==> src/rtl/ring_phase_monitor.sv <==
// Monitors a one-hot ring counter: decodes the phase, checks legality and rotation order,
// counts completed rotations and reports lock and sticky fault status.
module ring_phase_monitor #(
    parameter int WIDTH    = 4,
    parameter int CNT_W    = 8,
    parameter int LOCK_ROT = 2
) (
    input  logic                     clk,
    input  logic                     clear_n,
    input  logic                     en,
    input  logic [WIDTH-1:0]         ring_in,
    input  logic                     err_clr,
    output logic [$clog2(WIDTH)-1:0] phase_idx,
    output logic                     phase_valid,
    output logic                     rot_tick,
    output logic [CNT_W-1:0]         rot_count,
    output logic                     locked,
    output logic                     err_onehot,
    output logic                     err_seq
);

    localparam int IDX_W = $clog2(WIDTH);
    localparam int LCK_W = 8;

    typedef enum logic [1:0] {
        S_IDLE    = 2'd0,
        S_ACQUIRE = 2'd1,
        S_LOCKED  = 2'd2,
        S_FAULT   = 2'd3
    } state_t;

    function automatic logic is_onehot(input logic [WIDTH-1:0] v);
        return (v != '0) && ((v & (v - WIDTH'(1))) == '0);
    endfunction

    function automatic logic [IDX_W-1:0] to_index(input logic [WIDTH-1:0] v);
        logic [IDX_W-1:0] idx;
        idx = '0;
        for (int i = 0; i < WIDTH; i++) begin
            if (v[i]) idx = IDX_W'(i);
        end
        return idx;
    endfunction

    function automatic logic [WIDTH-1:0] rotate_up(input logic [WIDTH-1:0] v);
        return {v[WIDTH-2:0], v[WIDTH-1]};
    endfunction

    state_t            state_q, state_d;
    logic [WIDTH-1:0]  prev_q, prev_d;
    logic [CNT_W-1:0]  rot_cnt_q, rot_cnt_d;
    logic [LCK_W-1:0]  clean_q, clean_d;
    logic [IDX_W-1:0]  idx_q, idx_d;
    logic              pvalid_q, pvalid_d;
    logic              tick_q, tick_d;
    logic              locked_q;
    logic              err_oh_q, err_oh_d;
    logic              err_sq_q, err_sq_d;

    logic              samp_zero, samp_onehot, samp_bad;
    logic              prev_onehot, trans_bad, wrap, rot_hit, lock_reached;
    logic [LCK_W-1:0]  clean_next;

    // Sample classification and transition legality against the previous enabled sample
    assign samp_zero    = (ring_in == '0);
    assign samp_onehot  = is_onehot(ring_in);
    assign samp_bad     = !samp_zero && !samp_onehot;
    assign prev_onehot  = is_onehot(prev_q);
    assign trans_bad    = prev_onehot && samp_onehot &&
                          (ring_in != prev_q) && (ring_in != rotate_up(prev_q));
    assign wrap         = prev_onehot && samp_onehot && prev_q[WIDTH-1] && ring_in[0];
    assign rot_hit      = wrap && ((state_q == S_ACQUIRE) || (state_q == S_LOCKED));
    assign clean_next   = clean_q + LCK_W'(1);
    assign lock_reached = (clean_next == LCK_W'(LOCK_ROT));

    always_comb begin
        state_d   = state_q;
        prev_d    = prev_q;
        rot_cnt_d = rot_cnt_q;
        clean_d   = clean_q;
        idx_d     = idx_q;
        pvalid_d  = 1'b0;
        tick_d    = 1'b0;
        err_oh_d  = err_oh_q;
        err_sq_d  = err_sq_q;

        if (!en) begin
            state_d   = S_IDLE;
            prev_d    = '0;
            rot_cnt_d = '0;
            clean_d   = '0;
        end else begin
            prev_d   = ring_in;
            pvalid_d = samp_onehot;
            tick_d   = rot_hit;
            if (samp_onehot) idx_d = to_index(ring_in);
            // A new error on the same edge as err_clr keeps the flag set
            err_oh_d = (err_oh_q & ~err_clr) | samp_bad;
            err_sq_d = (err_sq_q & ~err_clr) | trans_bad;

            if (samp_zero) begin
                state_d   = S_IDLE;
                rot_cnt_d = '0;
                clean_d   = '0;
            end else if (samp_bad || trans_bad) begin
                clean_d = '0;
                if (state_q == S_ACQUIRE)     state_d = S_IDLE;
                else if (state_q == S_LOCKED) state_d = S_FAULT;
            end else begin
                if (rot_hit) rot_cnt_d = rot_cnt_q + CNT_W'(1);
                case (state_q)
                    S_IDLE: begin
                        state_d = S_ACQUIRE;
                        clean_d = '0;
                    end
                    S_ACQUIRE: begin
                        if (rot_hit) begin
                            if (lock_reached) begin
                                state_d = S_LOCKED;
                                clean_d = '0;
                            end else begin
                                clean_d = clean_next;
                            end
                        end
                    end
                    S_LOCKED: state_d = S_LOCKED;
                    S_FAULT: begin
                        if (err_clr) state_d = S_IDLE;
                    end
                    default: state_d = S_IDLE;
                endcase
            end
        end
    end

    always_ff @(posedge clk or negedge clear_n) begin
        if (!clear_n) begin
            state_q   <= S_IDLE;
            prev_q    <= '0;
            rot_cnt_q <= '0;
            clean_q   <= '0;
            idx_q     <= '0;
            pvalid_q  <= 1'b0;
            tick_q    <= 1'b0;
            locked_q  <= 1'b0;
            err_oh_q  <= 1'b0;
            err_sq_q  <= 1'b0;
        end else begin
            state_q   <= state_d;
            prev_q    <= prev_d;
            rot_cnt_q <= rot_cnt_d;
            clean_q   <= clean_d;
            idx_q     <= idx_d;
            pvalid_q  <= pvalid_d;
            tick_q    <= tick_d;
            locked_q  <= (state_d == S_LOCKED);
            err_oh_q  <= err_oh_d;
            err_sq_q  <= err_sq_d;
        end
    end

    assign phase_idx   = idx_q;
    assign phase_valid = pvalid_q;
    assign rot_tick    = tick_q;
    assign rot_count   = rot_cnt_q;
    assign locked      = locked_q;
    assign err_onehot  = err_oh_q;
    assign err_seq     = err_sq_q;

endmodule

==> config.mk <==
export PLATFORM = sky130hd
export DESIGN_NAME = ring_phase_monitor
export DESIGN_NICKNAME = d
export VERILOG_FILES = /design/src/rtl/ring_phase_monitor.sv
export SDC_FILE = /design/constraint.sdc
export NUM_CORES = 1
export LEC_CHECK = 0
export CORE_ASPECT_RATIO = 2
export CORE_MARGIN = 2
export CORE_UTILIZATION = 25
export CTS_CLUSTER_SIZE = 28
export DETAILED_ROUTE_END_ITERATION = 7
export SLEW_MARGIN = 20
export SYNTH_ARGS = -nofsm -noshare
export SYNTH_HDL_FRONTEND = slang
export SYNTH_SLANG_ARGS = --single-unit
==> constraint.sdc <==
create_clock -name clk -period 3 [get_ports clk]
set_input_delay 0.6 -clock clk [delete_from_list [all_inputs] [get_ports clk]]
set_output_delay 0.6 -clock clk [all_outputs]
set_load 0.01 [all_outputs]
# Word-level counts from Yosys, hierarchy flattened
# Cells that the tools add are included.
# totals
regBits	29
latchBits	0
mem_bits_rw	0
rom_bits	0
in_bits	8
out_inout_bits	15
word_cells	79
n_memories	0
# classes
addsub	4
multipliers	0
n_div	0
order_cmp	0
eq_ne	11
shift	0
n_mux	25
n_bitwise	7
reduce_logical	22
# ops
operator	n
8-bit 2-to-1 mux	9
2-bit 2-to-1 mux	10
8-bit by 1-bit adder with 8-bit output (second input constant)	2
8-bit one-hot mux with 2 select lines	1
4-bit logical NOT	3
1-bit logical AND	9
4-bit bitwise AND	2
8-bit by 2-bit equality test with 1-bit output (second input constant)	1
4-bit inequality test	2
2-bit one-hot mux with 4 select lines	1
4-bit nonzero test	2
4-bit by 1-bit subtractor with 4-bit output (second input constant)	2
2-bit equality test (second input constant)	3
2-bit AND reduction	3
5-bit by 1-bit inequality test with 1-bit output (second input constant)	1
5-bit by 4-bit inequality test with 1-bit output (second input constant)	1
4-bit 2-to-1 mux	1
1-bit 2-to-1 mux	3
3-bit by 1-bit inequality test with 1-bit output (second input constant)	1
3-bit inequality test (second input constant)	1
1-bit bitwise AND	2
2-bit by 1-bit equality test with 1-bit output (second input constant)	1
1-bit logical NOT	2
2-bit logical NOT	1
3 further kinds	5

# Logic depth before layout (Yosys ltp)
# Gate-level depths: netlist of the first run.
# logic_depth
ltp_word	14
mapped_depth	9

# Least setup slack after synthesis of the first run
# Ideal clock, no wire load.
# synth_timing
kind	input to register
start	input port ring_in[0]
end	register clean_q[7]
setup_time_ns	0.124
arrival_ns	2.165
required_time_ns	2.876
setup_slack_ns	0.711
path_stages	8
cell_sequence	buf_2 or4_1 clkbuf_1 nand3_1 inv_1 nand4b_2 nor2_1 a211o_1
# synth_via
elab_chain_len	11
elab_cells_between_ends	24
classes_between	1 x add/sub; 4 x eq/ne; 3 x mux; 1 x bitwise; 15 x reduce/logical
# synth_lines
element	line	source
start, declared	11	input logic [WIDTH-1:0] ring_in,
4-bit by 1-bit subtractor with 4-bit output	33	return (v != '0) && ((v & (v - WIDTH'(1))) == '0);
4-bit bitwise AND	33	
4-bit logical NOT	33	
1-bit logical AND	33	
1-bit logical AND	69, 71	
1-bit logical AND	69	assign trans_bad = prev_onehot && samp_onehot &&
1-bit logical AND	70	(ring_in != prev_q) && (ring_in != rotate_up(prev_q));
1-bit logical OR	105	end else if (samp_bad || trans_bad) begin
8-bit 2-to-1 mux	105	
8-bit 2-to-1 mux	101	if (samp_zero) begin
8-bit 2-to-1 mux	87	if (!en) begin
end signal, assigned	152	clean_q <= clean_d;
end, declared	52	logic [LCK_W-1:0] clean_q, clean_d;
# Several ways; a longest one is shown, not always the timed one.
# A chain may end at the register's enable or synchronous reset.

# Final worst setup path of the first run
# layout_timing
start	input port ring_in[0]
end	register clean_q[2]
# The elaborated chain is that of the path after synthesis.

==> results.sh, run 1 <==
export IMPL_startpoint_type="primary input"
export IMPL_netlist_area_um2=1827
export IMPL_postCtsHoldBufs=0
export IMPL_max_freq_mhz=383.2
export IMPL_synth_edf_count=0
export IMPL_grt_ovfl_total=0
export IMPL_ys_seq_area_share_pct=39.73
export IMPL_synth_async_reset_ratio_pct=100.0
export IMPL_via_per_inst=4.822
export IMPL_drive_above_1_share_pct=14.08
export IMPL_clk_pin_slew_ps=50
export IMPL_power_density_nw_per_um2=449.6
export IMPL_synth_flop_cell="dfrtp_1"
export IMPL_ant_nets=0
export IMPL_wl_per_cell_um=12.71
export IMPL_p_switching_uw=238.5
export IMPL_synth_seq_cells=29
export IMPL_cts_tree="yes"
export IMPL_rsz0062_at_grt="no"
export IMPL_fp_row_count=44
export IMPL_multi_input_area_um2=1005
export IMPL_wl_um=3789
export IMPL_syn_area_per_cell_um2=10.09
export IMPL_ys_warn_count=0
export IMPL_cts_sinks=29
export IMPL_worstHoldPathType="reg -> reg"
export IMPL_maxSlewViolCount=0
export IMPL_area_growth_pct=25.82
export IMPL_drt_pass1_iter_count=4
export IMPL_synthCells=181
export IMPL_arrival_ps=2820
export IMPL_worst_setup_path_end_kind="flip-flop"
export IMPL_grt_pass1_wl_um=6334
export IMPL_gp_congestion=0.8122
export IMPL_seqPwrFrac_pct=40.7
export IMPL_final_fill_count=763
export IMPL_die_area_um2=8049
export IMPL_critPathKind="in -> reg"
export IMPL_start_util_pct=25.52
export IMPL_holdWs_ps=511.2
export IMPL_total_power_uw=1033
export IMPL_drt_iter0_drc=86
export IMPL_place_hpwl_um=2765
export IMPL_tightest_slew_ps=533.6
export IMPL_power_leakage_uw=0.0009917
export IMPL_path_max_fanout=8
export IMPL_grt_pass1_vias=1347
export IMPL_finalSetupTns_ps=0
export IMPL_ys_types=55
export IMPL_ios=23
export IMPL_grt_usage_pct=10.09
export IMPL_maxCapViolCount=0
export IMPL_fin_crit_sh_pct=86.99
export IMPL_grt_max_degree=30
export IMPL_numCtsBuffers=5
export IMPL_final_hold_viol_count=0
export IMPL_clkPwrFrac_pct=46.5
export IMPL_antenna_found_initial=0
export IMPL_diodes=0
export IMPL_core_area_um2=7157
export IMPL_p_comb_share_pct=12.8
export IMPL_status="finished, final reports clean"
export IMPL_portBuffers=22
export IMPL_route_vias_total=1437
export IMPL_die_h_um=124.9
export IMPL_clkLatencyLatePin_ps=270
export IMPL_final_seq_area_um2=725.7
export IMPL_peakVddDrop_mv=0.3481
export IMPL_h_tree_depth=2
export IMPL_cts_resized=0
export IMPL_crit_required_ps=3210
export IMPL_final_min_clock_period_ps=2610
export IMPL_finalSetupViolCount=0
export IMPL_drc=0
export IMPL_p_sw_share_pct=23.08
export IMPL_finClkSkew_ps=1.858
export IMPL_root_buffer="clkbuf_16"
export IMPL_layout_nets=221
export IMPL_maxSlewHeadroom_pct=64.43
export IMPL_cts_buffer_depth=2
export IMPL_die_w_um=64.45
export IMPL_synth_fp_nets=196
export IMPL_p_int_uw=794.8
export IMPL_postCtsSetupRepairBufs=0
-- sequential cells by signal, indices dropped and copies added (netlist names), 2 cells and up --
register and count:
clean_q 8, phase_idx 2, prev_q 4, rot_count 8, state_q 2
-- cell usage in the layout, fill, tap and decap left out, types with 2 or more instances in the layout --
cell type	Yosys	final
a2111oi_4	2	2
o2111ai_1	2	2
o21ai_0	7	7
inv_1	8	8
a21oi_1	3	3
clkdlybuf4s50_1	0	22
nand2_1	18	18
and3_1	2	2
nor2_1	14	14
a211o_1	2	2
ha_1	7	7
and2_1	4	4
buf_4	0	8
dfrtp_1	29	29
mux2_2	2	2
nor3_1	2	2
o31ai_1	2	2
xnor2_1	2	2
a41oi_1	2	2
a21o_1	3	3
xor2_1	16	16
nor4_1	3	3
nand4_1	3	3
clkbuf_16	0	5
or4_1	3	3
nor4b_1	2	2
nor2b_1	3	3
nand3_1	2	2
-- layout make-up --
class,instances,share of cell area [%]
Clock buffer,7,6.206
Sequential cell,29,31.57
Inverter,8,1.306
Tap cell,92,5.008
Timing Repair Buffer,30,12.19
Multi-Input combinational cell,132,43.71
-- metal layers --
layer | routed length (µm) | GRT usage [%]
met5 | 0 | 0
met4 | 57 | 3.755
met1 | 1773 | 13.02
met2 | 1791 | 15.63
met3 | 167 | 3.162
-- logic make-up (layout without fill, tap and decap cells) --
kind of cell,after synthesis,after routing,share of synthesized area (%)
buf+inv,20,45,5.274
simple gates,69,69,23.01
flops,29,29,39.73
mux,3,3,1.781
xor+xnor,18,18,8.630
fa+ha+maj,8,8,5.342
compound gates,34,34,16.23
-- synthesized netlist by cell type, types with 2 or more instances --
cell        n  area, µm²
a21o_1      3      22.52
nand4_1     3      18.77
and2_1      4      25.02
a2111oi_4   2      55.05
nor2_1     14      52.55
nand3_1     2      10.01
o2111ai_1   2      17.52
clkbuf_1    5      18.77
nor2b_1     3      18.77
buf_2       4      20.02
nor4_1      3      18.77
and3_1      2      12.51
xor2_1     16      140.1
a41oi_1     2      17.52
a21oi_1     3      15.01
nor3_1      2      10.01
o21ai_0     7      35.03
a211o_1     2      17.52
dfrtp_1    29      725.7
or4_1       3      22.52
inv_1       8      30.03
nand2_1    18      67.56
ha_1        7      87.58
xnor2_1     2      17.52
buf_6       2      22.52
nor4b_1     2      17.52
o31ai_1     2      15.01
mux2_2      2      22.52
-- worst max-delay path, cell delays in order --
cell	delay, ps
clkdlybuf4s50_1	570
maj3_1	430
o22ai_2	140
nand3_1	180
a2111oi_4	590
o21bai_1	190
a21o_1	130
-- through the flow --
stage,util [%],cell area (µm²),instances,setup slack (ps)
2_1_floorplan,-,1827,181,711.4
3_3_place_gp,30.12,2156,291,168.6
3_5_place_dp,30.12,2156,291,143.2
4_1_cts,32.12,2298,298,391.4
5_1_grt,32.12,2298,298,221.8
6_report,32.12,2298,298,390.4
-- power by group through the flow --
stage	Sequential (µW)	Clock, µW	Combinational (µW)
6_report	420	480	133
5_1_grt	421	516	146
4_1_cts	420	494	135
3_5_place_dp	425	0	134
3_3_place_gp	425	0	132
2_1_floorplan	426	0	74.9
-- path summary, 6_finish.rpt --
path,start,end,slack [ps],cells after the start
setup / recovery,ring_in[0],clean_q[2],390,7
hold / removal,phase_idx[1],phase_idx[1],510,1
setup reg to reg,prev_q[2],clean_q[2],670,7
hold reg to reg,phase_idx[1],phase_idx[1],510,1
max in group asynchronous,clear_n,state_q[1],2010,2
min in group asynchronous,clear_n,rot_count[4],720,2
Power figures use the tool's default switching activity.
==> run 2, diff against run 1 <==
--- a/config.mk
+++ b/config.mk
@@ -5,8 +5,8 @@
 export SDC_FILE = /design/constraint.sdc
 export NUM_CORES = 1
 export LEC_CHECK = 0
-export CORE_ASPECT_RATIO = 2
-export CORE_MARGIN = 2
+export CORE_ASPECT_RATIO = 0.8
+export CORE_MARGIN = 8
 export CORE_UTILIZATION = 25
 export CTS_CLUSTER_SIZE = 28
 export DETAILED_ROUTE_END_ITERATION = 7
==> results.sh, run 2 (synthesis gave the netlist of run 1 again) <==
export IMPL_critPathKind="in -> reg"
export IMPL_p_int_uw=719.3
export IMPL_numCtsBuffers=5
export IMPL_clkPwrFrac_pct=43.1
export IMPL_drc=0
export IMPL_die_w_um=111.6
export IMPL_fin_cells=298
export IMPL_drt_pass1_iter_count=4
export IMPL_via_per_inst=4.591
export IMPL_start_util_pct=25.19
export IMPL_clk_pin_slew_ps=70
export IMPL_grt_max_degree=30
export IMPL_slowest_delay_ps=530
export IMPL_arrival_ps=2810
export IMPL_wl_per_cell_um=13.51
export IMPL_final_min_clock_period_ps=2582
export IMPL_reg2reg_from="prev_q[2]"
export IMPL_power_density_nw_per_um2=428.0
export IMPL_cts_tree="yes"
export IMPL_root_buffer="clkbuf_8"
export IMPL_worst_setup_path_end_kind="flip-flop"
export IMPL_area_growth_pct=24.59
export IMPL_worstHoldPathType="reg -> reg"
export IMPL_final_hold_viol_count=0
export IMPL_grt_ovfl_total=0
export IMPL_tightest_slew_ps=519.0
export IMPL_die_area_um2=10320
export IMPL_slowest_stage="clkdlybuf4s50_1"
export IMPL_peakVddDrop_mv=0.3947
export IMPL_finalSetupTns_ps=0
export IMPL_postCtsSetupRepairBufs=0
export IMPL_h_tree_depth=2
export IMPL_cts_buffer_depth=2
export IMPL_holdWs_ps=518.4
export IMPL_drive_above_1_share_pct=15.38
export IMPL_die_h_um=92.46
export IMPL_maxCapViolCount=0
export IMPL_grt_pass1_wl_um=7079
export IMPL_crit_family="simple AND/OR/NAND/NOR gates"
export IMPL_cts_resized=0
export IMPL_p_switching_uw=254.8
export IMPL_core_area_um2=7252
export IMPL_final_common_cell="dfrtp_1"
export IMPL_clkLatencyLatePin_ps=290
export IMPL_worstPathCellList="clkdlybuf4s50_1, or2_2, o22ai_2, nand3_1, inv_1, nand4b_2, nor3_1, a211o_1"
export IMPL_total_power_uw=974.1
export IMPL_fp_row_count=28
export IMPL_finalSetupViolCount=0
export IMPL_ant_nets=0
export IMPL_rsz0062_at_grt="no"
export IMPL_layout_nets=222
export IMPL_seqPwrFrac_pct=43.0
export IMPL_grt_pass1_vias=1409
export IMPL_path_max_fanout=10
export IMPL_max_freq_mhz=387.4
export IMPL_grt_usage_pct=8.560
export IMPL_drt_iter0_drc=78
export IMPL_maxSlewViolCount=0
export IMPL_crit_required_ps=3220
export IMPL_gp_congestion=0.7615
export IMPL_ios=23
export IMPL_p_comb_share_pct=14.0
export IMPL_diodes=0
export IMPL_wl_um=4027
export IMPL_place_hpwl_um=3027
export IMPL_cts_sinks=29
export IMPL_power_leakage_uw=0.0009814
export IMPL_fin_crit_sh_pct=86.05
export IMPL_portBuffers=22
export IMPL_postCtsHoldBufs=0
export IMPL_final_fill_count=732
export IMPL_antenna_found_initial=0
export IMPL_route_vias_total=1368
export IMPL_final_cell_mix="dfrtp_1 (29), clkdlybuf4s50_1 (22), nand2_1 (18)"
export IMPL_maxSlewHeadroom_pct=65.08
export IMPL_p_sw_share_pct=26.15
export IMPL_post_place_cells=290
export IMPL_crit_buf_inv=2
export IMPL_status="finished, final reports clean"
export IMPL_hp_start="phase_idx[1]"
export IMPL_startpoint_type="primary input"
export IMPL_finClkSkew_ps=10.45
export IMPL_setup_worst_path_start="ring_in[3]"
==> run 2: cell types whose count changed in the layout (fill, tap and decap cells not counted), sizes merged <==
cell	before	now
clkbuf	7	5
bufinv	0	1
clkinvlp	0	1
buf	8	9
clkinv	0	1
==> run 2: per-layer routing <==
| layer | GRT usage, % | wire length, µm |
|---|---|---|
| met5 | 0 | 0 |
| met4 | 3.746 | 70 |
| met3 | 3.251 | 225 |
| met1 | 11.55 | 2157 |
| met2 | 11.83 | 1573 |
==> run 2: final cells by class <==
class	instances	area (µm²)	area share (%)
clock buffer	5	68.82	3.024
timing repair buffer	31	287.8	12.64
clock inverter	3	46.29	2.034
multi-input combinational	132	1005	44.15
inverter	8	30.03	1.319
sequential	29	725.7	31.89
tap	90	112.6	4.948
==> run 2: final timing paths <==
kind	endpoint	slack, ps	cells past startpoint
min in group asynchronous	rot_count[2]	700	2
hold / removal	phase_idx[1]	520	1
max in group asynchronous	phase_valid	2010	2
setup / recovery	clean_q[7]	420	8
hold reg to reg	phase_idx[1]	520	1
setup reg to reg	rot_count[6]	740	6
==> run 2: stage by stage <==
stage	area [µm²]	setup slack (ps)	utilization [%]
after floorplan	1827	711.4	-
after global placement	2161	167.9	29.80
final	2276	418.5	31.38
after global routing	2276	188.2	31.38
after CTS	2276	415.7	31.38
after detailed placement	2161	136.8	29.80
==> run 2: worst reg2reg max path: cells and delay by family, from the launching register on <==
kind / cells / cell delay (ps)
flip-flops: 1 / 460
AO/OA/AOI/OAI: 1 / 150
AND/OR/NAND/NOR: 5 / 1600
==> run 2: power by group through the flow <==
stage	sequential, µW	combinational, µW	clock, µW
final	419	136	420
after global routing	420	151	449
after CTS	419	139	430
after detailed placement	426	137	0
after global placement	426	137	0
after floorplan	426	74.9	0
==> run 3, diff against run 2 <==
--- a/config.mk
+++ b/config.mk
@@ -10,6 +10,7 @@
 export CORE_UTILIZATION = 25
 export CTS_CLUSTER_SIZE = 28
 export DETAILED_ROUTE_END_ITERATION = 7
+export GPL_ROUTABILITY_DRIVEN = 0
 export SLEW_MARGIN = 20
 export SYNTH_ARGS = -nofsm -noshare
 export SYNTH_HDL_FRONTEND = slang
==> results of run 3 <==
Same layout as run 2: the final DEF is identical, and so are final timing and power.
